$ cat src/rtl/ov5640_cfg_seq.sv
// OV5640 register-initialisation sequencer: walks a {addr,data} table and issues one
// 16-bit-address single-byte I2C write per entry; addr 16'hFFFF entries are delay markers.
module ov5640_cfg_seq #(
    parameter logic [7:0] DEV_ADDR = 8'h78,
    parameter int         REG_NUM  = 250,
    parameter int         PWR_WAIT = 1_000_000,
    parameter int         GAP      = 100,
    parameter int         DLY_UNIT = 50_000,
    parameter int         TIMEOUT  = 20_000
) (
    input  logic        clk_4x,
    input  logic        rst,
    input  logic        cfg_start,
    output logic [7:0]  cfg_index,
    input  logic [23:0] cfg_data,
    output logic        iic_exce_st,
    output logic [7:0]  iic_dev_addr,
    output logic        iic_ctrl_w_r,
    output logic        iic_addr_bit,
    output logic [2:0]  iic_wr_model,
    output logic        iic_series,
    output logic [15:0] iic_data_addr,
    output logic [7:0]  iic_data_in,
    input  logic        iic_exce_done,
    output logic        cfg_busy,
    output logic        cfg_done,
    output logic        timeout_err,
    output logic [3:0]  cfg_state
);

    typedef enum logic [3:0] {
        S_PWR    = 4'd0,
        S_FETCH1 = 4'd1,
        S_FETCH2 = 4'd2,
        S_ISSUE  = 4'd3,
        S_WAIT   = 4'd4,
        S_DELAY  = 4'd5,
        S_GAP    = 4'd6,
        S_NEXT   = 4'd7,
        S_DONE   = 4'd8
    } state_t;

    localparam logic [31:0] PWR_LAST = 32'(PWR_WAIT - 1);
    localparam logic [31:0] GAP_LAST = 32'(GAP - 1);
    localparam logic [31:0] TO_LAST  = 32'(TIMEOUT - 1);
    localparam logic [31:0] DLY_MUL  = 32'(DLY_UNIT);
    localparam logic [7:0]  LAST_IDX = 8'(REG_NUM - 1);

    state_t      state;
    logic [31:0] cnt;
    logic [7:0]  dly_data;
    logic [31:0] dly_len;

    assign dly_len      = {24'd0, dly_data} * DLY_MUL;
    assign cfg_state    = state;
    assign iic_dev_addr = DEV_ADDR;
    assign iic_ctrl_w_r = 1'b0;
    assign iic_addr_bit = 1'b1;
    assign iic_wr_model = 3'b001;
    assign iic_series   = 1'b0;

    always_ff @(posedge clk_4x or negedge rst) begin
        if (!rst) begin
            state         <= S_PWR;
            cnt           <= 32'd0;
            dly_data      <= 8'd0;
            cfg_index     <= 8'd0;
            iic_exce_st   <= 1'b0;
            iic_data_addr <= 16'd0;
            iic_data_in   <= 8'd0;
            cfg_busy      <= 1'b1;
            cfg_done      <= 1'b0;
            timeout_err   <= 1'b0;
        end else begin
            case (state)
                S_PWR: begin
                    if (cnt == PWR_LAST) begin
                        cnt   <= 32'd0;
                        state <= S_FETCH1;
                    end else begin
                        cnt <= cnt + 32'd1;
                    end
                end
                // One settle cycle lets a registered table ROM catch up with cfg_index.
                S_FETCH1: state <= S_FETCH2;
                S_FETCH2: begin
                    dly_data <= cfg_data[7:0];
                    if (cfg_data[23:8] == 16'hFFFF) begin
                        cnt   <= 32'd0;
                        state <= (cfg_data[7:0] == 8'd0) ? S_NEXT : S_DELAY;
                    end else begin
                        // Registered so the address/data and start pulse appear together in ISSUE.
                        iic_data_addr <= cfg_data[23:8];
                        iic_data_in   <= cfg_data[7:0];
                        iic_exce_st   <= 1'b1;
                        state         <= S_ISSUE;
                    end
                end
                S_ISSUE: begin
                    iic_exce_st <= 1'b0;
                    cnt         <= 32'd0;
                    state       <= S_WAIT;
                end
                S_WAIT: begin
                    if (iic_exce_done) begin
                        cnt   <= 32'd0;
                        state <= S_GAP;
                    end else if (cnt == TO_LAST) begin
                        timeout_err <= 1'b1;
                        cfg_busy    <= 1'b0;
                        cfg_done    <= 1'b1;
                        cnt         <= 32'd0;
                        state       <= S_DONE;
                    end else begin
                        cnt <= cnt + 32'd1;
                    end
                end
                S_DELAY: begin
                    if (cnt == dly_len - 32'd1) begin
                        cnt   <= 32'd0;
                        state <= S_NEXT;
                    end else begin
                        cnt <= cnt + 32'd1;
                    end
                end
                S_GAP: begin
                    if (cnt == GAP_LAST) begin
                        cnt   <= 32'd0;
                        state <= S_NEXT;
                    end else begin
                        cnt <= cnt + 32'd1;
                    end
                end
                S_NEXT: begin
                    if (cfg_index == LAST_IDX) begin
                        cfg_busy <= 1'b0;
                        cfg_done <= 1'b1;
                        state    <= S_DONE;
                    end else begin
                        cfg_index <= cfg_index + 8'd1;
                        state     <= S_FETCH1;
                    end
                end
                S_DONE: begin
                    if (cfg_start) begin
                        timeout_err <= 1'b0;
                        cfg_done    <= 1'b0;
                        cfg_busy    <= 1'b1;
                        cfg_index   <= 8'd0;
                        state       <= S_FETCH1;
                    end
                end
                default: state <= S_PWR;
            endcase
        end
    end

endmodule

$ cat config.mk
export PLATFORM = sky130hd
export DESIGN_NAME = ov5640_cfg_seq
export DESIGN_NICKNAME = d
export VERILOG_FILES = /design/src/rtl/ov5640_cfg_seq.sv
export SDC_FILE = /design/constraint.sdc
export NUM_CORES = 1
export LEC_CHECK = 0
export ABC_CLOCK_PERIOD_IN_PS = 6400
export CORE_ASPECT_RATIO = 0.6
export CORE_MARGIN = 2
export CORE_UTILIZATION = 56
export DETAILED_ROUTE_END_ITERATION = 8
export DONT_BUFFER_PORTS = 1
export GPL_TIMING_DRIVEN = 0
export MAX_ROUTING_LAYER = met4
export PLACE_DENSITY = 0.71
export SLEW_MARGIN = 20
export SYNTH_ARGS = -nofsm -noshare
export SYNTH_HDL_FRONTEND = slang
export SYNTH_SLANG_ARGS = --single-unit
$ cat constraint.sdc
create_clock -name clk_4x -period 6.4 [get_ports clk_4x]
set_clock_uncertainty 0.05 [all_clocks]
set_input_delay 1.28 -clock clk_4x [delete_from_list [all_inputs] [get_ports clk_4x]]
set_output_delay 1.28 -clock clk_4x [all_outputs]
set_load 0.005 [all_outputs]
**After elaboration in Yosys (flattened, before gate mapping)**

Index checks and enable logic that the tools add are counted.

- Register bits after elaboration: 80
- Output and inout bits: 54
- Word-level logic and storage cells: 87

- Add/subtract/negate cells: 3
- Multipliers: 1
- Equality and inequality tests: 25
- Mux-type cells: 33
- Bitwise operators: 1
- Reduce and logical (&&, ||, !) cells: 14

Operator list:

| kind | number |
|---|---|
| two-way mux 32 bit | 6 |
| one-hot mux 32 bit (6 select lines) | 1 |
| one-hot mux 4 bit (9 select lines) | 1 |
| adder 32 x 1 -> 32 bit, second input constant | 1 |
| equality test 32 x 15 -> 1 bit, second input constant | 1 |
| equality test 32 x 20 -> 1 bit, second input constant | 1 |
| equality test 32 bit | 1 |
| equality test 32 x 7 -> 1 bit, second input constant | 1 |
| two-way mux 4 bit | 7 |
| subtractor 24 x 1 -> 25 bit, second input constant | 1 |
| multiplier 8 x 12 -> 20 bit, second input constant | 1 |
| != test 2 bit, second input constant | 10 |
| equality test 16 bit, second input constant | 1 |
| equality test 4 x 3 -> 1 bit, second input constant | 4 |
| two-way mux 8 bit | 2 |
| one-hot mux 8 bit (2 select lines) | 1 |
| AND reduction 5 bit | 2 |
| two-way mux 1 bit | 9 |
| adder 8 x 1 -> 8 bit, second input constant | 1 |
| equality test 4 x 2 -> 1 bit, second input constant | 2 |
| equality test 8 bit, second input constant | 1 |
| logical NOT 8 bit | 1 |
| one-hot mux 1 bit (3 select lines) | 2 |
| AND reduction 2 bit | 3 |
| other kinds (13) | 16 |

**Depth between registers and ports, before layout**

- Depth in word-level cells: 5
- Mapped depth: 24
- Mapped depth without buffers: 21

**Worst setup path before layout**

No wires, ideal clock.

- Path kind: register to register
- Start point: reg dly_data[2]
- End point: reg cnt[16]
- Library setup time: 0.118 ns
- Arrival time: 5.144 ns
- Setup slack: 1.088 ns
- Cell stages (with the launch flop): 22
- Path buffers: 2
- Period minus slack after synthesis: 5.312 ns
- Path through: dfrtp_1 -> ha_1 -> ha_1 -> fa_1 -> inv_1 -> fa_1 -> inv_1 -> ha_1 -> o211ai_1 -> o21ai_1 -> xnor2_1 -> nor4b_2 -> nand4_2 -> nor3_1 -> nand2_1 -> a2111oi_2 -> o2111ai_1 -> a21oi_2 -> buf_4 -> buf_6 -> nor3_1 -> a21o_1

- Longest elaborated chain between the ends: 5

Ends and longest elaborated chain:

| what | line | text |
|---|---|---|
| start, declared | 51 | `logic [7:0] dly_data;` |
| start signal, assigned | 87 | `dly_data <= cfg_data[7:0];` |
| multiplier 8 x 12 -> 20 bit | 54 | `assign dly_len = {24'd0, dly_data} * DLY_MUL;` |
| subtractor 24 x 1 -> 25 bit | 119 | `if (cnt == dly_len - 32'd1) begin` |
| equality test 32 bit | 119 |  |
| two-way mux 32 bit | 119 |  |
| one-hot mux 32 bit (6 select lines) | 75 | `case (state)` |
| end signal, assigned | 81 | `cnt <= cnt + 32'd1;` |
| end signal, assigned | 115 | `cnt <= cnt + 32'd1;` |
| end signal, assigned | 123 | `cnt <= cnt + 32'd1;` |
| end, declared | 50 | `logic [31:0] cnt;` |

Every way passes these cells.
A chain may end at the register's enable or synchronous reset.

**Final worst setup path**

- Start point: reg dly_data[2]
- End point: reg cnt[12]

Same word-level chain as after synthesis.

==> summary.md <==
| Metric | Value |
|---|---|
| CTS tree | done |
| Crit path to | cnt[12] |
| Num CTS Buffers | 9 |
| Post-synth ARST share | 1.00 |
| Boundary Pins | 82 |
| Kind of critical path | reg2reg |
| Synth warn | 0 |
| Slew Limit Headroom | 0.282 |
| Synth top area cells | dfrtp_1 (30%), ha_1 (11%), mux2_2 (5.0%) |
| Total track usage | 0.279 |
| Layout cells sized above 1 | 0.120 |
| Clock latency at the later pin of the worst-skew pair | 0.35 ns |
| Vias in the first global route | 5,306 |
| Port bufs | 0 |
| Leading area contributor after synthesis | dfrtp_1 |
| Row Count | 30 |
| Pins Over Slew Limit | 0 |
| Hold crit path type | reg2reg |
| Clk buf depth | 2 |
| Final ANT Viol Nets | 0 |
| Sink Count | 80 |
| Gp weighted congestion | 0.952 |
| Final Hold Fails | 0 |
| Seq/Total Area, Yosys | 0.308 |
| CP Max Fanout | 10 |
| Largest net degree at the start of global routing | 81 |
| CP required | 6.58 ns |
| Reg-to-reg startpoint | dly_data[2] |
| Synth top cells by count | dfrtp_1 (79), ha_1 (57), nor2_1 (48), nand2_1 (45), inv_1 (40) |
| Wirelength per Cell | 18.0 microns |
| Core outline area | 0.0113 sq mm |
| Die Span Y | 87.5 microns |
| Die ar. | 0.0125 sq mm |
| Worst Path Arrival | 6.32 ns |
| Dpl hpwl | 12,700 microns |
| Count leader, synth | dfrtp_1 |
| Reg2reg setup slack | 0.26 ns |
| DR iter-0 viols | 323 |
| Worst slew pin tran | 1.07 ns |
| Synth Cell Area | 0.00650 sq mm |
| N_diodes | 0 |
| CTS H-tree depth | 3 |
| Final setup fails | 0 |
| Total grt overflow | 0 |
| Clk slew on worst S/H paths | 0.07 ns |
| EDFF count, synth | 0 |
| Synth Flop Type | dfrtp_1 |
| CP Launch Point | dly_data[2] |
| Post-synth cell types | 66 |
| Syn Area/Cell | 9.09 sq um |
| CTS root buf | clkbuf_16 |
| Final WL | 16,300 microns |
| Vias/cell | 6.07 |
| FF-to-FF path depth | 20 |
| Worst Slack Setup Final | 0.256 ns |
| Reg-to-Reg End | cnt[12] |
| Setup bufs post-CTS | 0 |
| Outcome | completed |
| FMAX | 0.163 GHz |
| Total number of vias | 5,482 |
| Max-Cap Viols | 0 |
| First-pass DRT Iterations | 5 |
| Mapped Cells | 715 |
| Initial antenna violation count | 0 |
| First-pass GRT wire length | 26,300 microns |
| Placement Setup Slack | 0.0713 ns |
| Worst setup EP type | register |
| Nets | 835 |
| Width of the die | 143 microns |
| Post-route minimum period | 6.14 ns |
| Synth-to-layout area growth | 9.27% |
| Register bit count reported by yosys | 80 |
| Initial Util | 0.576 |
| Fin crit share | 0.960 |
| Post-synth top area share | 0.304 |
| Worst hold margin | 0.439 ns |
| CP Launch Type | register |
| DRC viols | 0 |
flip-flops by register name (all words and copies together), names as in the netlist:
register	flops
cnt	32
iic_data_addr	16
cfg_index	8
dly_data	8
iic_data_in	8
cfg_state	4
cfg_busy	1
cfg_done	1
iic_exce_st	1
timeout_err	1
area by class of cell:
cell class	instances	area, sq um
Buffer	49	269
Clock buffer	9	225
Clock inverter	7	88.8
Fill cell	982	4190
Inverter	40	150
Multi-Input combinational cell	558	4170
Sequential cell	80	2000
Tap cell	160	200
what timing repair did:
item,in CTS,in global routing
pin swaps,0,3
hold buffers,0,0
endpoints found under the setup margin,15,32
gates resized for setup,1,6
metrics by stage:
step	std cells	area, sq um	setup TNS (ns)	util
floorplan	727	6550	0	-
global placement	887	6750	0	0.597
detailed placement	887	6750	0	0.597
CTS	903	7070	0	0.626
global route	903	7110	-0.00351	0.629
finish	903	7110	0	0.629
layer usage:
layer  GRT usage  vias to the layer above  routed length [microns]
met3      0.0577                       19                     1340
met5           -                        -                        0
met2       0.423                      226                     7070
met1       0.390                     2643                     7720
li1            -                     2594                        -
met4      0.0549                        0                      137
critical path: stages, from the launching register on:
cell	delay [ns]
dfrtp_1	0.48
ha_1	0.37
ha_1	0.30
fa_1	0.51
inv_1	0.06
fa_1	0.53
inv_1	0.04
ha_1	0.35
xor2_1	0.31
nand4_1	0.34
nor4b_4	0.49
nand4_2	0.26
nor3_1	0.20
nand2_1	0.09
a2111oi_2	0.41
o2111ai_2	0.28
a21oi_2	0.29
buf_4	0.25
buf_6	0.18
a21oi_1	0.06
a21o_1	0.16
worst min-delay path by stage:
stage | endpoint | slack (ns) | startpoint | cells after the start
final | cfg_busy | 0.44 | cfg_busy | 2
after global routing | cfg_busy | 0.45 | cfg_busy | 2
after CTS | cfg_busy | 0.45 | cfg_busy | 2
after detailed placement | cfg_busy | 0.44 | cfg_busy | 2
after global placement | cfg_busy | 0.41 | cfg_busy | 2
after floorplan | cfg_busy | 0.40 | cfg_busy | 2
cells by family (layout without fill, tap and decap cells):
kind of cell	count (synthesis)	count (layout)	share of synthesized area
fa+ha+maj	69	69	0.147
other cells	2	14	0.00115
flops	80	80	0.308
mux	35	35	0.0595
buf+inv	89	105	0.0641
compound gates	147	147	0.154
xor+xnor	42	42	0.0608
simple gates	251	251	0.206
cell usage in the layout, fill, tap and decap left out, types with 16 or more instances in the layout:
cell / netlist / routed
nand4_1: 17 / 17
dfrtp_1: 79 / 79
xnor2_1: 26 / 25
inv_1: 40 / 40
nand2_1: 45 / 45
nor2_1: 48 / 48
and3_1: 17 / 17
nor4_1: 17 / 16
o21ai_0: 39 / 38
a21oi_1: 28 / 28
mux2_2: 29 / 29
clkbuf_1: 24 / 24
nor3_1: 35 / 35
ha_1: 57 / 57
buf_4: 16 / 16
nand3_1: 22 / 22
a21o_1: 24 / 24
Power is left out: the tool's default activity adds up to more than one toggle a clock period on the data nets, which glitch-free logic cannot reach.
==> variant, RTL diff (same flow settings) <==
Put one more register stage on the output `iic_data_in`, with the module's reset. The value now appears one clock later. The other outputs are not delayed to match.
--- a/src/rtl/ov5640_cfg_seq.sv
+++ b/src/rtl/ov5640_cfg_seq.sv
@@ -47,4 +47,6 @@
     localparam logic [7:0]  LAST_IDX = 8'(REG_NUM - 1);
 
+    logic [7:0] iic_data_in_s0;
+
     state_t      state;
     logic [31:0] cnt;
@@ -68,5 +70,5 @@
             iic_exce_st   <= 1'b0;
             iic_data_addr <= 16'd0;
-            iic_data_in   <= 8'd0;
+            iic_data_in_s0 <= 8'd0;
             cfg_busy      <= 1'b1;
             cfg_done      <= 1'b0;
@@ -92,5 +94,5 @@
                         // Registered so the address/data and start pulse appear together in ISSUE.
                         iic_data_addr <= cfg_data[23:8];
-                        iic_data_in   <= cfg_data[7:0];
+                        iic_data_in_s0 <= cfg_data[7:0];
                         iic_exce_st   <= 1'b1;
                         state         <= S_ISSUE;
@@ -156,4 +158,12 @@
     end
 
+    always_ff @(posedge clk_4x or negedge rst) begin
+        if (!rst) begin
+            iic_data_in <= '0;
+        end else begin
+            iic_data_in <= iic_data_in_s0;
+        end
+    end
+
 endmodule
 
Formal check against the unedited RTL: same outputs for any inputs over 10 cycles, from zero or initial values and one cycle with rst low; that may be too few to reach the edited logic, so the function may still have changed.
==> variant against the unedited design <==
- final area increased by 17%
- critical endpoint is now cnt[18]
- worst setup slack got worse by 0.093 ns
- synthesized cell count increased by 15%
- fmax decreased by 1.5%
- critical path depth increased by 2
- final cell count increased by 14%
- sequential cell count increased by 8
- wire length increased by 28%
- synthesized area increased by 14%
Power is left out: the tool's default activity adds up to more than one toggle a clock period on the data nets, which glitch-free logic cannot reach.
==> variant: results (changes against the unedited design) <==
DR vias/cell = 6.51 (+7.2%)
clock buffer depth = 2 (unchanged)
Largest register FFs = 32 (unchanged)
Max Fclk = 160 MHz (-1.5%)
ratio of cells with drive above 1 in the final layout = 13.7% (+1.7 points)
hold crit path type = flip-flop to flip-flop
number of DRC markers in iteration 0 = 611 (+89%)
R2R depth = 22 (+10%)
Slew headroom = 35.1% (+6.9 points)
initial antenna violation count = 0 (unchanged)
Antenna diodes = 0 (unchanged)
dpl ws = -0.506 ns (-0.577 ns)
final layout net count = 953 (+14%)
Synth Warn # = 0 (unchanged)
reg-to-reg startpoint = dly_data[4]
worst path arrival time = 6.42 ns (+0.10 ns)
DR WL/cell = 20.3 um (+12%)
count of cell types in the netlist = 81 (+23%)
outcome = completed
CP top delay family = compound AO/OA/AOI/OAI gates
hold depth = 0 (-2)
sequential area share after synthesis = 29.6% (-1.2 points)
CTS buffer count = 9 (unchanged)
most frequent cells after synthesis = dfrtp_1 (87), nand2_1 (67), nor2_1 (65)
Worst-path clk slew = 0.07 ns (about the same)
worst skew pair latency = 0.35 ns (about the same)
detailed placer's ending HPWL = 15700 um (+24%)
critical path's slowest cell = fa_1
Port Buf Inserts = 0 (unchanged)
Post-synth ARST share = 100% (unchanged)
first-pass GRT wire length = 33500 um (+27%)
first drt pass iteration count = 5 (unchanged)
pin count of the biggest net entering global routing = 89 (+9.9%)
synth top area cells = dfrtp_1 (29%), ha_1 (9.6%), mux2_2 (4.2%), nand2_1 (3.4%), nor2_1 (3.3%)
CTS root buffer = clkbuf_16
Setup crit start = dly_data[4]
Largest regs = cnt (32), iic_data_addr (16)
crit path max fanout = 8 (-2)
vias in the first global route = 6242 (+18%)
H-tree Lvls = 3 (unchanged)
GPL Wtd Cong = 0.951 (-0.13%)
slack of the worst reg-to-reg path = 0.16 ns (-0.09 ns)
CP endpoint = cnt[18]
Post-CTS Hold Fix Bufs = 0 (unchanged)
GRT Total Usage = 30.6% (+2.8 points)
area leader, netlist = dfrtp_1
Remaining DRCs = 0 (unchanged)
Crit path largest cell delay = 0.47 ns (-0.06 ns)
[variant: cell types whose count changed after synthesis, sizes merged, moves of 10 or more]
cell	delta
o31ai	+18
nor3	-17
nor2	+17
o21ai	-14
clkbuf	+20
a31oi	+29
nand2	+22
a21o	-10
a32o	+21
[variant: kinds of logic after synthesis]
family	share of synthesized area, %
and+or+nand+nor	18.6
AOI/OAI and AO/OA	21.4
buffers and inverters	6.76
DFF	29.6
adders and majority gates	12.8
xor gates and xnor gates	6.10
muxes	4.64
other	0.101
[variant: worst min path at each step]
stage / start / slack (ns) / to
6_report: iic_data_in_s0[2] / 0.32 / iic_data_in[2]
5_1_grt: iic_data_in_s0[2] / 0.35 / iic_data_in[2]
4_1_cts: iic_data_in_s0[2] / 0.33 / iic_data_in[2]
3_5_place_dp: iic_data_in_s0[2] / 0.31 / iic_data_in[2]
3_3_place_gp: iic_data_in_s0[2] / 0.31 / iic_data_in[2]
2_1_floorplan: iic_data_in_s0[0] / 0.30 / iic_data_in[0]
[variant: stage by stage]
stage	util (%)	instances	TNS, ns	hold slack (ns)	area (um2)
4_1_cts	62.7	1020	0	0.329	8080
3_3_place_gp	59.7	1003	-4.30	0.307	7700
5_1_grt	64.2	1031	-0.590	0.346	8280
2_1_floorplan	-	833	0	0.300	7490
6_report	64.2	1031	0	0.325	8280
3_5_place_dp	59.8	1003	-8.85	0.312	7710
[variant: routing by layer]
metal / global-route usage (%) / part of all wire [%] / up-vias
met5: - / 0 / -
met4: 5.17 / 0.67 / 0
met3: 6.30 / 11 / 14
met2: 41.5 / 40 / 357
met1: 47.3 / 49 / 3233
li1: - / - / 3105
[variant: what timing repair did]
action / CTS / global route
buffers inserted: 1 / 9
endpoints found under the hold margin: 0 / 0
resized for setup: 9 / 24
endpoints found under the setup margin: 35 / 32
gates cloned: 0 / 2
pin swaps: 1 / 7
[variant: worst register-to-register path, delay by kind of cell, from the launching register on]
kind | cells | cell delay (ns)
flops | 1 | 0.46
compound gates | 7 | 1.88
simple gates | 4 | 1.04
buf+inv | 6 | 0.81
fa+ha+maj | 5 | 1.86
[variant: cell type report]
class,count,area (um2)
well taps,170,213
repair buffers,12,110
fillers,1070,4610
flip-flops and latches,88,2210
plain buffers,65,349
clock buffers,9,225
inverters,41,154
multi-input cells,639,4950
clock inverters,7,75.1
